==> config.mk <==
export PLATFORM = sky130hd
export DESIGN_NAME = program_sequencer
export DESIGN_NICKNAME = d
export VERILOG_FILES = /design/src/rtl/program_seq_pkg.sv /design/src/rtl/prog_mem.sv /design/src/rtl/program_sequencer.sv
export SDC_FILE = /design/constraint.sdc
export NUM_CORES = 1
export LEC_CHECK = 0
export ABC_AREA = 1
export CORE_ASPECT_RATIO = 1.5
export CORE_MARGIN = 1
export CORE_UTILIZATION = 54
export CTS_CLUSTER_DIAMETER = 30
export DETAILED_ROUTE_END_ITERATION = 16
export GPL_TIMING_DRIVEN = 0
export PLACE_DENSITY = 0.87
export SYNTH_ARGS = -nofsm -noshare
export SYNTH_HDL_FRONTEND = slang
export SYNTH_SLANG_ARGS = --single-unit
export TNS_END_PERCENT = 30
==> constraint.sdc <==
create_clock -name CLK -period 2.09 [get_ports CLK]
set_clock_uncertainty 0.15 [all_clocks]
set_input_delay 0.209 -clock CLK [delete_from_list [all_inputs] [get_ports CLK]]
set_output_delay 0.209 -clock CLK [all_outputs]
set_load 0.01 [all_outputs]
==> src/rtl/program_seq_pkg.sv <==
// Shared types and default sizing for the program sequencer and its memory.
package program_seq_pkg;

  typedef enum logic [1:0] {
    IDLE = 2'd0,
    RUN  = 2'd1,
    HALT = 2'd2
  } seq_state_t;

  localparam int SEQ_W     = 10;
  localparam int SEQ_DEPTH = 16;

endpackage

==> src/rtl/prog_mem.sv <==
// Program store: synchronous write, combinational read so the sequencer can
// load the next word onto its output register on the same edge it advances.
module prog_mem
  import program_seq_pkg::*;
#(
  parameter int W     = SEQ_W,
  parameter int DEPTH = SEQ_DEPTH
) (
  input  logic                     clk,
  input  logic                     we,
  input  logic [$clog2(DEPTH)-1:0] waddr,
  input  logic [W-1:0]             wdata,
  input  logic [$clog2(DEPTH)-1:0] raddr,
  output logic [W-1:0]             rdata
);

  logic [W-1:0] mem_r [DEPTH];

  // Append path; contents intentionally survive reset.
  always_ff @(posedge clk) begin
    if (we) begin
      mem_r[waddr] <= wdata;
    end
  end

  assign rdata = mem_r[raddr];

endmodule

==> src/rtl/program_sequencer.sv <==
// Stored-program word source for the bus processor: loads a program in IDLE,
// then replays it word by word as the processor consumes each one.
module program_sequencer
  import program_seq_pkg::*;
#(
  parameter int W     = SEQ_W,
  parameter int DEPTH = SEQ_DEPTH
) (
  input  logic                     CLK,
  input  logic                     RST,
  input  logic                     WR_EN,
  input  logic [W-1:0]             WR_DATA,
  input  logic                     CLR_PROG,
  input  logic                     START,
  input  logic                     STOP,
  input  logic                     LOOP,
  input  logic                     TAKE,
  output logic [W-1:0]             DOUT,
  output logic                     VALID,
  output logic [$clog2(DEPTH)-1:0] PC,
  output logic [$clog2(DEPTH):0]   LEN,
  output logic                     FULL,
  output logic                     BUSY,
  output logic                     HALTED
);

  localparam int AW = $clog2(DEPTH);
  localparam int LW = AW + 1;

  seq_state_t    state_r;
  logic [AW-1:0] pc_r;
  logic [LW-1:0] len_r;
  logic [W-1:0]  dout_r;
  logic          valid_r;
  logic          full_r;
  logic          busy_r;
  logic          halted_r;

  logic          take_ok_s;
  logic          at_last_s;
  logic          mem_we_s;
  logic [AW-1:0] rd_addr_s;
  logic [W-1:0]  rd_data_s;

  // Decode this cycle's actions in priority order and pick the word to load.
  always_comb begin
    take_ok_s = TAKE && valid_r && (state_r == RUN);
    at_last_s = ({1'b0, pc_r} == (len_r - LW'(1)));
    mem_we_s  = (state_r == IDLE) && WR_EN && !full_r &&
                !STOP && !START && !CLR_PROG;
    if (START || at_last_s) begin
      rd_addr_s = AW'(0);
    end else begin
      rd_addr_s = pc_r + AW'(1);
    end
  end

  prog_mem #(
    .W    (W),
    .DEPTH(DEPTH)
  ) u_prog_mem (
    .clk  (CLK),
    .we   (mem_we_s),
    .waddr(len_r[AW-1:0]),
    .wdata(WR_DATA),
    .raddr(rd_addr_s),
    .rdata(rd_data_s)
  );

  // Sequencer FSM with counters and registered outputs.
  always_ff @(posedge CLK or posedge RST) begin
    if (RST) begin
      state_r  <= IDLE;
      pc_r     <= AW'(0);
      len_r    <= LW'(0);
      dout_r   <= W'(0);
      valid_r  <= 1'b0;
      full_r   <= 1'b0;
      busy_r   <= 1'b0;
      halted_r <= 1'b0;
    end else if (STOP) begin
      state_r  <= IDLE;
      pc_r     <= AW'(0);
      dout_r   <= W'(0);
      valid_r  <= 1'b0;
      busy_r   <= 1'b0;
      halted_r <= 1'b0;
    end else if (START) begin
      // An empty program cannot be started; RUN/HALT always hold a program.
      if (len_r != LW'(0)) begin
        state_r  <= RUN;
        pc_r     <= AW'(0);
        dout_r   <= rd_data_s;
        valid_r  <= 1'b1;
        busy_r   <= 1'b1;
        halted_r <= 1'b0;
      end
    end else if (take_ok_s) begin
      if (!at_last_s || LOOP) begin
        pc_r   <= rd_addr_s;
        dout_r <= rd_data_s;
      end else begin
        state_r  <= HALT;
        dout_r   <= W'(0);
        valid_r  <= 1'b0;
        busy_r   <= 1'b0;
        halted_r <= 1'b1;
      end
    end else if ((state_r == IDLE) && CLR_PROG) begin
      len_r  <= LW'(0);
      full_r <= 1'b0;
    end else if (mem_we_s) begin
      len_r  <= len_r + LW'(1);
      full_r <= ((len_r + LW'(1)) == LW'(DEPTH));
    end
  end

  assign DOUT   = dout_r;
  assign VALID  = valid_r;
  assign PC     = pc_r;
  assign LEN    = len_r;
  assign FULL   = full_r;
  assign BUSY   = busy_r;
  assign HALTED = halted_r;

endmodule

Word level (Yosys, flattened, before mapping)

Memories as Yosys holds them, arrays and structs flattened.
Cells that the tools add are included.

Bitwise operators: 3
Reduce and logical (&&, ||, !) cells: 24
$add $sub $neg: 3
Eq/ne operators: 5
Muxes and demuxes: 32

Operators by type and width:

| operator                                             | count |
|---|---|
| two-way mux 10 bit                                   | 5 |
| two-way mux 4 bit                                    | 6 |
| two-way mux 1 bit                                    | 14 |
| two-way mux 2 bit                                    | 5 |
| two-way mux 5 bit                                    | 2 |
| logical AND 1 bit                                    | 8 |
| AND reduction 3 bit                                  | 2 |
| nonzero test 3 bit                                   | 2 |
| adder 5 x 1 -> 5 bit (second input constant)         | 1 |
| equality test 4 x 5 -> 1 bit                         | 1 |
| equality test 5 bit (second input constant)          | 1 |
| zero test 1 bit                                      | 5 |
| nonzero test 5 bit                                   | 1 |
| subtractor 5 x 1 -> 5 bit (second input constant)    | 1 |
| adder 4 x 1 -> 4 bit (second input constant)         | 1 |
| AND reduction 4 bit                                  | 1 |
| != test 3 x 1 -> 1 bit (second input constant)       | 1 |
| != test 3 bit (second input constant)                | 1 |
| NOT 1 bit                                            | 3 |
| equality test 2 x 1 -> 1 bit (second input constant) | 1 |
| zero test 2 bit                                      | 1 |
| logical OR 1 bit                                     | 2 |
| AND reduction 2 bit                                  | 1 |
| nonzero test 2 bit                                   | 1 |

Output and inout bits: 23
Memory bits (writable): 160
Bits in registers: 24
Word-level logic and storage cells: 75
Input bits: 18
Memories: 1

Memories:

| name             | words | width | read ports | clocked after memory_dff | write ports | RTL line       | RTL |
|---|---|---|---|---|---|---|---|
| u_prog_mem.mem_r | 16    | 10    | 1          | 0                        | 1           | prog_mem.sv:17 | `logic [W-1:0] mem_r [DEPTH];` |

Longest topological paths before layout

Gate-level depths: netlist of run 1.
An unclocked memory read counts as a cell.

Depth in word-level cells: 9
Depth in mapped cells: 18
Gate-level depth less buffers: 17

By module

Synthesis of run 1 repeated with hierarchy kept, for this count alone.

Cell total of the unflattened synthesis: 846
Area total of the unflattened synthesis: 8246.7 um2

Modules (own cells, without submodules):

| module            | times used | area an instance (um2) | cells an instance |
|---|---|---|---|
| prog_mem          | 1          | 6979.2                 | 672 |
| program_sequencer | 1          | 1267.5                 | 174 |

Worst setup path after synthesis of run 1

OpenSTA, ideal clock, no wires.

Kind: register -> register
From: reg len_r[0], in the netlist LEN[0]
To: reg dout_r[0], in the netlist DOUT[0]
Path slack: -0.271 ns
Required time: 1.823 ns
Cell stages (with the launch flop): 18
Data arrival time: 2.094 ns
Library setup time: 0.117 ns
Path through: dfrtp_1 -> inv_1 -> ha_1 -> nand2_1 -> inv_1 -> nor2_1 -> nand3_1 -> nor2_2 -> nand2_4 -> nand3_2 -> buf_4 -> nand2_1 -> inv_1 -> nand2_1 -> nand3_1 -> nand3_1 -> nand3_1 -> nand2_1

Word-level cells in the longest chain between the ends: 9
Elaborated cells on any way between the ends: 15
Classes of those cells: 1 x add/sub; 2 x eq/ne; 6 x mux; 5 x reduce/logical; 1 x memory

Ends and longest elaborated chain:

| item                         | RTL line                 | RTL |
|---|---|---|
| start, declared              | program_sequencer.sv:32  | `logic [LW-1:0] len_r;` |
| start signal, assigned       | program_sequencer.sv:113 | `len_r <= len_r + LW'(1);` |
| subtractor 5 x 1 -> 5 bit    | program_sequencer.sv:48  | `at_last_s = ({1'b0, pc_r} == (len_r - LW'(1)));` |
| equality test 4 x 5 -> 1 bit | program_sequencer.sv:48  |  |
| logical OR 1 bit             | program_sequencer.sv:51  | `if (START \|\| at_last_s) begin` |
| two-way mux 4 bit            | program_sequencer.sv:51  |  |
| memory (16 x 10 bit)         | --                       |  |
| two-way mux 10 bit           | program_sequencer.sv:99  | `if (!at_last_s \|\| LOOP) begin` |
| two-way mux 10 bit           | program_sequencer.sv:98  | `end else if (take_ok_s) begin` |
| two-way mux 10 bit           | program_sequencer.sv:88  | `end else if (START) begin` |
| two-way mux 10 bit           | program_sequencer.sv:81  | `end else if (STOP) begin` |
| end signal, assigned         | program_sequencer.sv:93  | `dout_r <= rd_data_s;` |
| end signal, assigned         | program_sequencer.sv:101 | `dout_r <= rd_data_s;` |
| end, declared                | program_sequencer.sv:33  | `logic [W-1:0] dout_r;` |

Several ways; a longest one is shown, not always the timed one. The select of a mux whose other input is x is not followed.
A chain may end at the register's enable or synchronous reset.

Worst setup path in the final report of run 1

From: reg len_r[1], in the netlist LEN[1]
To: reg dout_r[5], in the netlist DOUT[5]

Same word-level chain as after synthesis.

==> qor.txt, run 1 <==
min Tclk post-route = 2.88 ns
Vias/cell = 6.65
Seq/Total Area, Yosys = 0.671
GP Congestion = 0.977
Worst EP required = 2.28 ns
startpoint types = register
Clock power frac = 0.295
cell count after synthesis = 750
CP delay by family, top = simple AND/OR/NAND/NOR gates
failing checks = setup timing
Arr. time, crit path = 3.07 ns
#FFs+latches synth = 182
Area growth, synth to finish = 31.2%
Yosys top cell by area = edfxtp_1
gr ovfl total = 0
final setup margin = -0.789 ns
P per Cell Area = 1060 nW/um^2
mux share of post-synthesis cell area = 0
Ports = 41
Clock Latency Late Sink = 0.45 ns
share of layout cells above drive strength 1 = 0.240
Synth Area in Simple Gates = 0.249
total die area = 15300 um^2
Worst Setup End Kind = register
worst vdd ir = 676 uV
Starting DRT DRC Count = 1057
drt total wl = 29000 um
max-cap violations = 0
die height = 151 um
Setup CP Type = register to register
Placement Rows = 54
Sequential Power Share = 0.378
Ys Warns = 0
most used cell, CP = nand2_1
number of global-route vias before repair = 6506
Synth top area share = 0.602
global-route usage over all layers = 0.338
worst path cell trace = inv_4 -> ha_4 -> inv_1 -> nand2_1 -> nand2_1 -> nand2_1 -> nand2_1 -> nor2_2 -> nand2_4 -> buf_12 -> nand3_4 -> buf_4 -> nand3_1 -> nand3_1 -> nand3_1 -> nand3_2 -> nand2_1
antenna-violating nets left = 0
mean area per synthesized cell = 10.6 um^2
DRC viols = 0
nets = 874
CTS tree = built
# setup viols final = 16
Core Area = 14500 um^2
Netlist cell types = 28
pre-CTS setup slack = -1.07 ns
pin count of the biggest net entering global routing = 23
top post-synthesis cells by area = edfxtp_1, nand2_1, nand3_1, dfrtp_1, nand4_1
leakage = 4.09 nW
number of antenna diodes = 0
fmax = 347 MHz
Avg WL per Cell = 27.4 um
Worst Path Buf+Inv = 4
Switch Pwr = 4.10 mW
initial antenna violation count = 0
first-pass GRT wire length = 36600 um
post-synthesis adder-cell area fraction = 0.0110
Comb power frac = 0.327
relative slew slack = 0.428
Worst-path clk slew = 0.08 ns
via count = 7031
syn nets = 775
FF-to-FF setup slack = -0.79 ns
unrepaired setup endpoints after global routing = true
clk sinks = 182
post-DP HPWL = 13400 um
Tcrit/Tclk final = 1.38
Crit-path slowest cell = dfrtp_2
Hold WC Path Type = input port to async pin
PortBufs = 40
worst-path maximum fanout = 10
endpoints failing hold = 0
Tot Pwr = 11.1 mW
Pint = 7.00 mW
clk root buf = clkbuf_16
outcome = finished, violations left
Post-Synth XOR/XNOR Area = 0.00439
H-tree depth = 4
Num CTS Buffers = 17
Worst Max-Slew Pin Slew = 0.857 ns
Initial DRT Pass Iterations = 7
Clock Tree Buf Depth = 2
die width = 101 um
Initial Util = 0.552
main combinational cell family by area after synthesis = simple AND/OR/NAND/NOR gates
Worst path max stage delay = 0.44 ns
cts-stage hold buffer count = 0
Post-Syn Area = 7980 um^2
Net Sw Frac = 0.369
Compound-Gate Fraction of Synth Area = 0.0122
Final Max Slew Viols = 0
==> per-layer routing <==
metal,vias to the layer above,part of all wire,global-route usage
met5,-,0.0017,0
met4,2,0.088,0.243
met3,231,0.14,0.111
met2,746,0.47,0.551
met1,3254,0.30,0.366
li1,2798,-,-
==> metrics by stage <==
stage | std cells | hold slack, ns | util | TNS, ns | cell area, um^2
floorplan | 750 | 0.0481 | - | -7.51 | 8090
global placement | 986 | 0.316 | 0.604 | -151.04 | 8740
detailed placement | 986 | 0.316 | 0.604 | -160.38 | 8740
CTS | 1042 | 0.105 | 0.687 | -4.34 | 9930
global route | 1058 | 0.186 | 0.723 | -12.74 | 10500
finish | 1058 | 0.0815 | 0.723 | -8.24 | 10500
==> power groups by stage <==
| stage | combinational [mW] | sequential (mW) | clock [mW] |
|---|---|---|---|
| after CTS | 2.81 | 4.18 | 3.19 |
| after global routing | 3.78 | 4.21 | 3.39 |
| after global placement | 2.28 | 4.28 | 0 |
| after detailed placement | 2.36 | 4.28 | 0 |
| final | 3.62 | 4.20 | 3.28 |
| after floorplan | 1.46 | 4.32 | 0 |
==> what timing repair did <==
action / CTS / global route
pin swaps: 22 / 23
cloned: 3 / 3
buffers inserted: 21 / 14
resized for setup: 79 / 79
endpoints found under the setup margin: 182 / 182
==> cell families (layout without fill, tap and decap cells) <==
| group | after synthesis | after routing |
|---|---|---|
| XOR/XNOR | 4 | 4 |
| buffers and inverters | 98 | 208 |
| adder cells (fa/ha/maj) | 7 | 7 |
| AO/OA/AOI/OAI | 17 | 17 |
| AND/OR/NAND/NOR | 442 | 444 |
| flip-flops | 182 | 182 |
==> state kept, by name (all words and copies together), names as in the netlist <==
| name | count |
|---|---|
| u_prog_mem.mem_r | 160 |
| DOUT | 10 |
| FULL | 1 |
| LEN | 5 |
| state_r | 2 |
| PC | 4 |
==> cells in the final DEF (no fill, tap or decap), types with 2 or more instances in the layout <==
master           synthesis  layout
clkinv_8                 0       5
inv_4                    1       4
clkinv_4                 0       3
nand2_4                  1       6
dfrtp_2                  0       3
clkbuf_1                16      13
nand3_1                130      82
inv_1                   48      44
o22ai_1                  5       5
nand3_2                  2      37
edfxtp_1               160     160
nand2_1                193     185
nor2_1                  68      46
buf_12                   0      12
nand3_4                  1      15
nand4_1                 41      41
buf_2                   22       4
nor2_2                   2       4
o21ai_0                  7       7
clkbuf_2                 0       2
clkbuf_16                0      19
buf_4                    5      26
inv_8                    0       7
xor2_1                   3       3
buf_6                    0      16
dfrtp_1                 22      19
nor2_4                   1      21
inv_2                    6       6
buf_8                    0       5
a21oi_2                  0       2
ha_1                     7       6
nand2_2                  1       5
clkdlybuf4s50_1          0      40
==> final timing paths <==
kind	startpoint	endpoint	cells past startpoint
max reg2reg	LEN[1]$_DFFE_PP0P_	DOUT[5]$_DFFE_PP0P_	17
min	RST	state_r[1]$_DFFE_PP0P_	2
min reg2reg	DOUT[1]$_DFFE_PP0P_	DOUT[1]$_DFFE_PP0P_	2
max in group asynchronous	RST	FULL$_DFFE_PP0P_	2
min in group CLK	START	state_r[0]$_DFFE_PP0P_	3
max	LEN[1]$_DFFE_PP0P_	DOUT[5]$_DFFE_PP0P_	17
==> cells in the mapped netlist <==
master,count
nand2_1,193
edfxtp_1,160
nand3_1,130
nor2_1,68
inv_1,48
nand4_1,41
buf_2,22
dfrtp_1,22
clkbuf_1,16
ha_1,7
o21ai_0,7
inv_2,6
buf_4,5
o22ai_1,5
a21oi_1,3
xor2_1,3
nand3_2,2
nor2_2,2
inv_4,1
nand2_2,1
nand2_4,1
nand3_4,1
nand3b_1,1
nor2_4,1
nor3_2,1
o31ai_1,1
o32ai_1,1
xnor2_1,1
==> area by class of cell <==
class	count	area [um^2]
Tap cell	196	245
Timing Repair Buffer	79	905
Clock buffer	17	425
Clock inverter	15	183
Inverter	55	224
Sequential cell	182	5360
Fill cell	802	4000
Multi-Input combinational cell	472	2800
Buffer	42	323
Note: power is estimated with default switching activity, not from simulation.
==> inputs of run 2 (changes only) <==
clock period = 2.3 ns   (was 2.09 ns; I/O delays follow)
==> run 2 against run 1 <==
- non-clock buffer count rose by 3
- combinational power rose by 8.3%
- the flow still finishes with violations (setup timing)
- clock power fell by 6.4%
- hold slack improved by 0.050 ns
- worst setup slack got worse by 0.25 ns
- routed wire length rose by 21%
- flip-flop and latch count did not move
- sequential power fell by 8.6%
- fmax fell by 14%
- critical path type unchanged
- sequential share of layout area fell by 1.3 points
- core utilization rose by 1.9 points
==> qor.txt, run 2 (same netlist as run 1, synthesis figures left out) <==
outcome = finished, violations left
failing checks = setup timing
Biggest register = u_prog_mem.mem_r
number of global-route vias before repair = 6930
GP Congestion = 1.01
Switch Pwr = 4.14 mW
worst-path maximum fanout = 7
met2 GRT Util = 0.591
clk root buf = clkbuf_16
GR Util met1 = 0.389
Pint = 6.69 mW
Net Sw Frac = 0.382
via count = 7759
startpoint types = register
Initial Util = 0.552
Clock power frac = 0.284
die height = 151 um
Sequential Power Share = 0.354
# fillers = 666
cts-stage hold buffer count = 0
leakage = 4.14 nW
fmax = 300 MHz
Hold WC Path Type = input port to async pin
worst path cell trace = inv_4 -> ha_4 -> nand2_1 -> nand3_2 -> nand2_2 -> nor2_4 -> nand2_4 -> buf_12 -> nand3_4 -> buf_6 -> nand2_1 -> inv_1 -> nand2_1 -> nand3_1 -> nand3_1 -> nand3_2 -> nand2_2
Setup CP Type = register to register
grt peak-use layer = met2
clk sinks = 182
Final Max Slew Viols = 0
Comb power frac = 0.362
Avg WL per Cell = 33.0 um
Setup TNS = -16.67 ns
Worst Max-Slew Pin Slew = 0.991 ns
worst vdd ir = 749 uV
Worst-path clk slew = 0.11 ns
most common cell after layout, fill and taps aside = nand2_1
Arr. time, crit path = 3.55 ns
unrepaired setup endpoints after global routing = true
Initial DRT Pass Iterations = 13
global-route usage over all layers = 0.376
Clock Tree Buf Depth = 2
# setup viols final = 66
Tcrit/Tclk final = 1.45
final setup margin = -1.04 ns
Ports = 41
grt met3 use = 0.176
gr ovfl total = 0
first-pass GRT wire length = 40200 um
most used cell, CP = nand2_1
most frequent cells in the layout = nand2_1, edfxtp_1, nand3_1
Worst path max stage delay = 0.44 ns
P per Cell Area = 1010 nW/um^2
DRC viols = 0
antenna-violating nets left = 0
PortBufs = 40
relative slew slack = 0.337
Worst EP required = 2.52 ns
min Tclk post-route = 3.34 ns
max-cap violations = 0
Placement Rows = 54
pin count of the biggest net entering global routing = 23
endpoints failing hold = 0
Worst Setup End Kind = register
fin util = 0.743
Core Area = 14500 um^2
die width = 101 um
post-DP HPWL = 12900 um
Crit-path slowest cell = dfrtp_2
Starting DRT DRC Count = 1542
Clock Latency Late Sink = 0.47 ns
drt total wl = 35100 um
Vias/cell = 7.29
Num CTS Buffers = 17
CTS tree = built
total die area = 15300 um^2
Multi-input gate area = 3020 um^2
register area = 5360 um^2
pre-CTS setup slack = -0.880 ns
max reg flops = 160
H-tree depth = 4
share of layout cells above drive strength 1 = 0.297
nets = 878
initial antenna violation count = 3
Area growth, synth to finish = 34.7%
[run 2: area by class of cell]
type / instances / share of cell area
Clock inverter: 10 / 0.0101
Buffer: 43 / 0.0362
Multi-Input combinational cell: 473 / 0.281
Timing Repair Buffer: 81 / 0.0834
Antenna cell: 3 / 0.000699
Tap cell: 196 / 0.0228
Inverter: 55 / 0.0216
Clock buffer: 22 / 0.0451
Sequential cell: 182 / 0.499
[run 2: stage by stage]
step | cell area, um^2 | hold slack [ns] | instances | power, mW
4_1_cts | 10200 | 0.145 | 1052 | 9.47
5_1_grt | 10700 | 0.197 | 1065 | 11.0
6_report | 10700 | 0.132 | 1065 | 10.8
3_3_place_gp | 8620 | 0.314 | 986 | 5.82
3_5_place_dp | 8620 | 0.321 | 986 | 5.89
2_1_floorplan | 7980 | 0.0692 | 750 | 5.15
[run 2: what timing repair did]
| item | 4_1_cts | 5_1_grt |
|---|---|---|
| cloned | 13 | 3 |
| setup buffers | 21 | 7 |
| pin swaps | 35 | 47 |
| gates resized for setup | 179 | 101 |
| endpoints found under the setup margin | 176 | 176 |
[run 2: worst max-delay path: cells and delay by family, from the launching register on]
family | cells | cell delay, ns
fa+ha+maj | 1 | 0.17
buf+inv | 4 | 0.50
flops | 1 | 0.44
simple gates | 12 | 1.97
[run 2: path summary, 6_finish.rpt]
path	from	end	slack, ns	cells after the start
setup / recovery	LEN[0]$_DFFE_PP0P_	DOUT[8]$_DFFE_PP0P_	-1.04	17
hold / removal	RST	DOUT[1]$_DFFE_PP0P_	0.13	2
setup reg to reg	LEN[0]$_DFFE_PP0P_	DOUT[8]$_DFFE_PP0P_	-1.04	17
hold reg to reg	DOUT[2]$_DFFE_PP0P_	DOUT[2]$_DFFE_PP0P_	0.37	2
max in group asynchronous	RST	LEN[0]$_DFFE_PP0P_	1.19	2
min in group CLK	START	state_r[0]$_DFFE_PP0P_	0.37	3
[run 2: power groups by stage]
stage                     Clock, mW  Combinational [mW]  Sequential [mW]
after floorplan                   0                1.24             3.92
after global placement            0                1.94             3.88
after detailed placement          0                2.00             3.89
after CTS                      2.85                2.81             3.80
after global routing           3.18                3.99             3.84
final                          3.07                3.92             3.84
[run 2: layer usage]
layer / routed length (um) / share of wire
met5: 262 / 0.0075
met4: 3970 / 0.11
met3: 6330 / 0.18
met2: 14800 / 0.42
met1: 9750 / 0.28
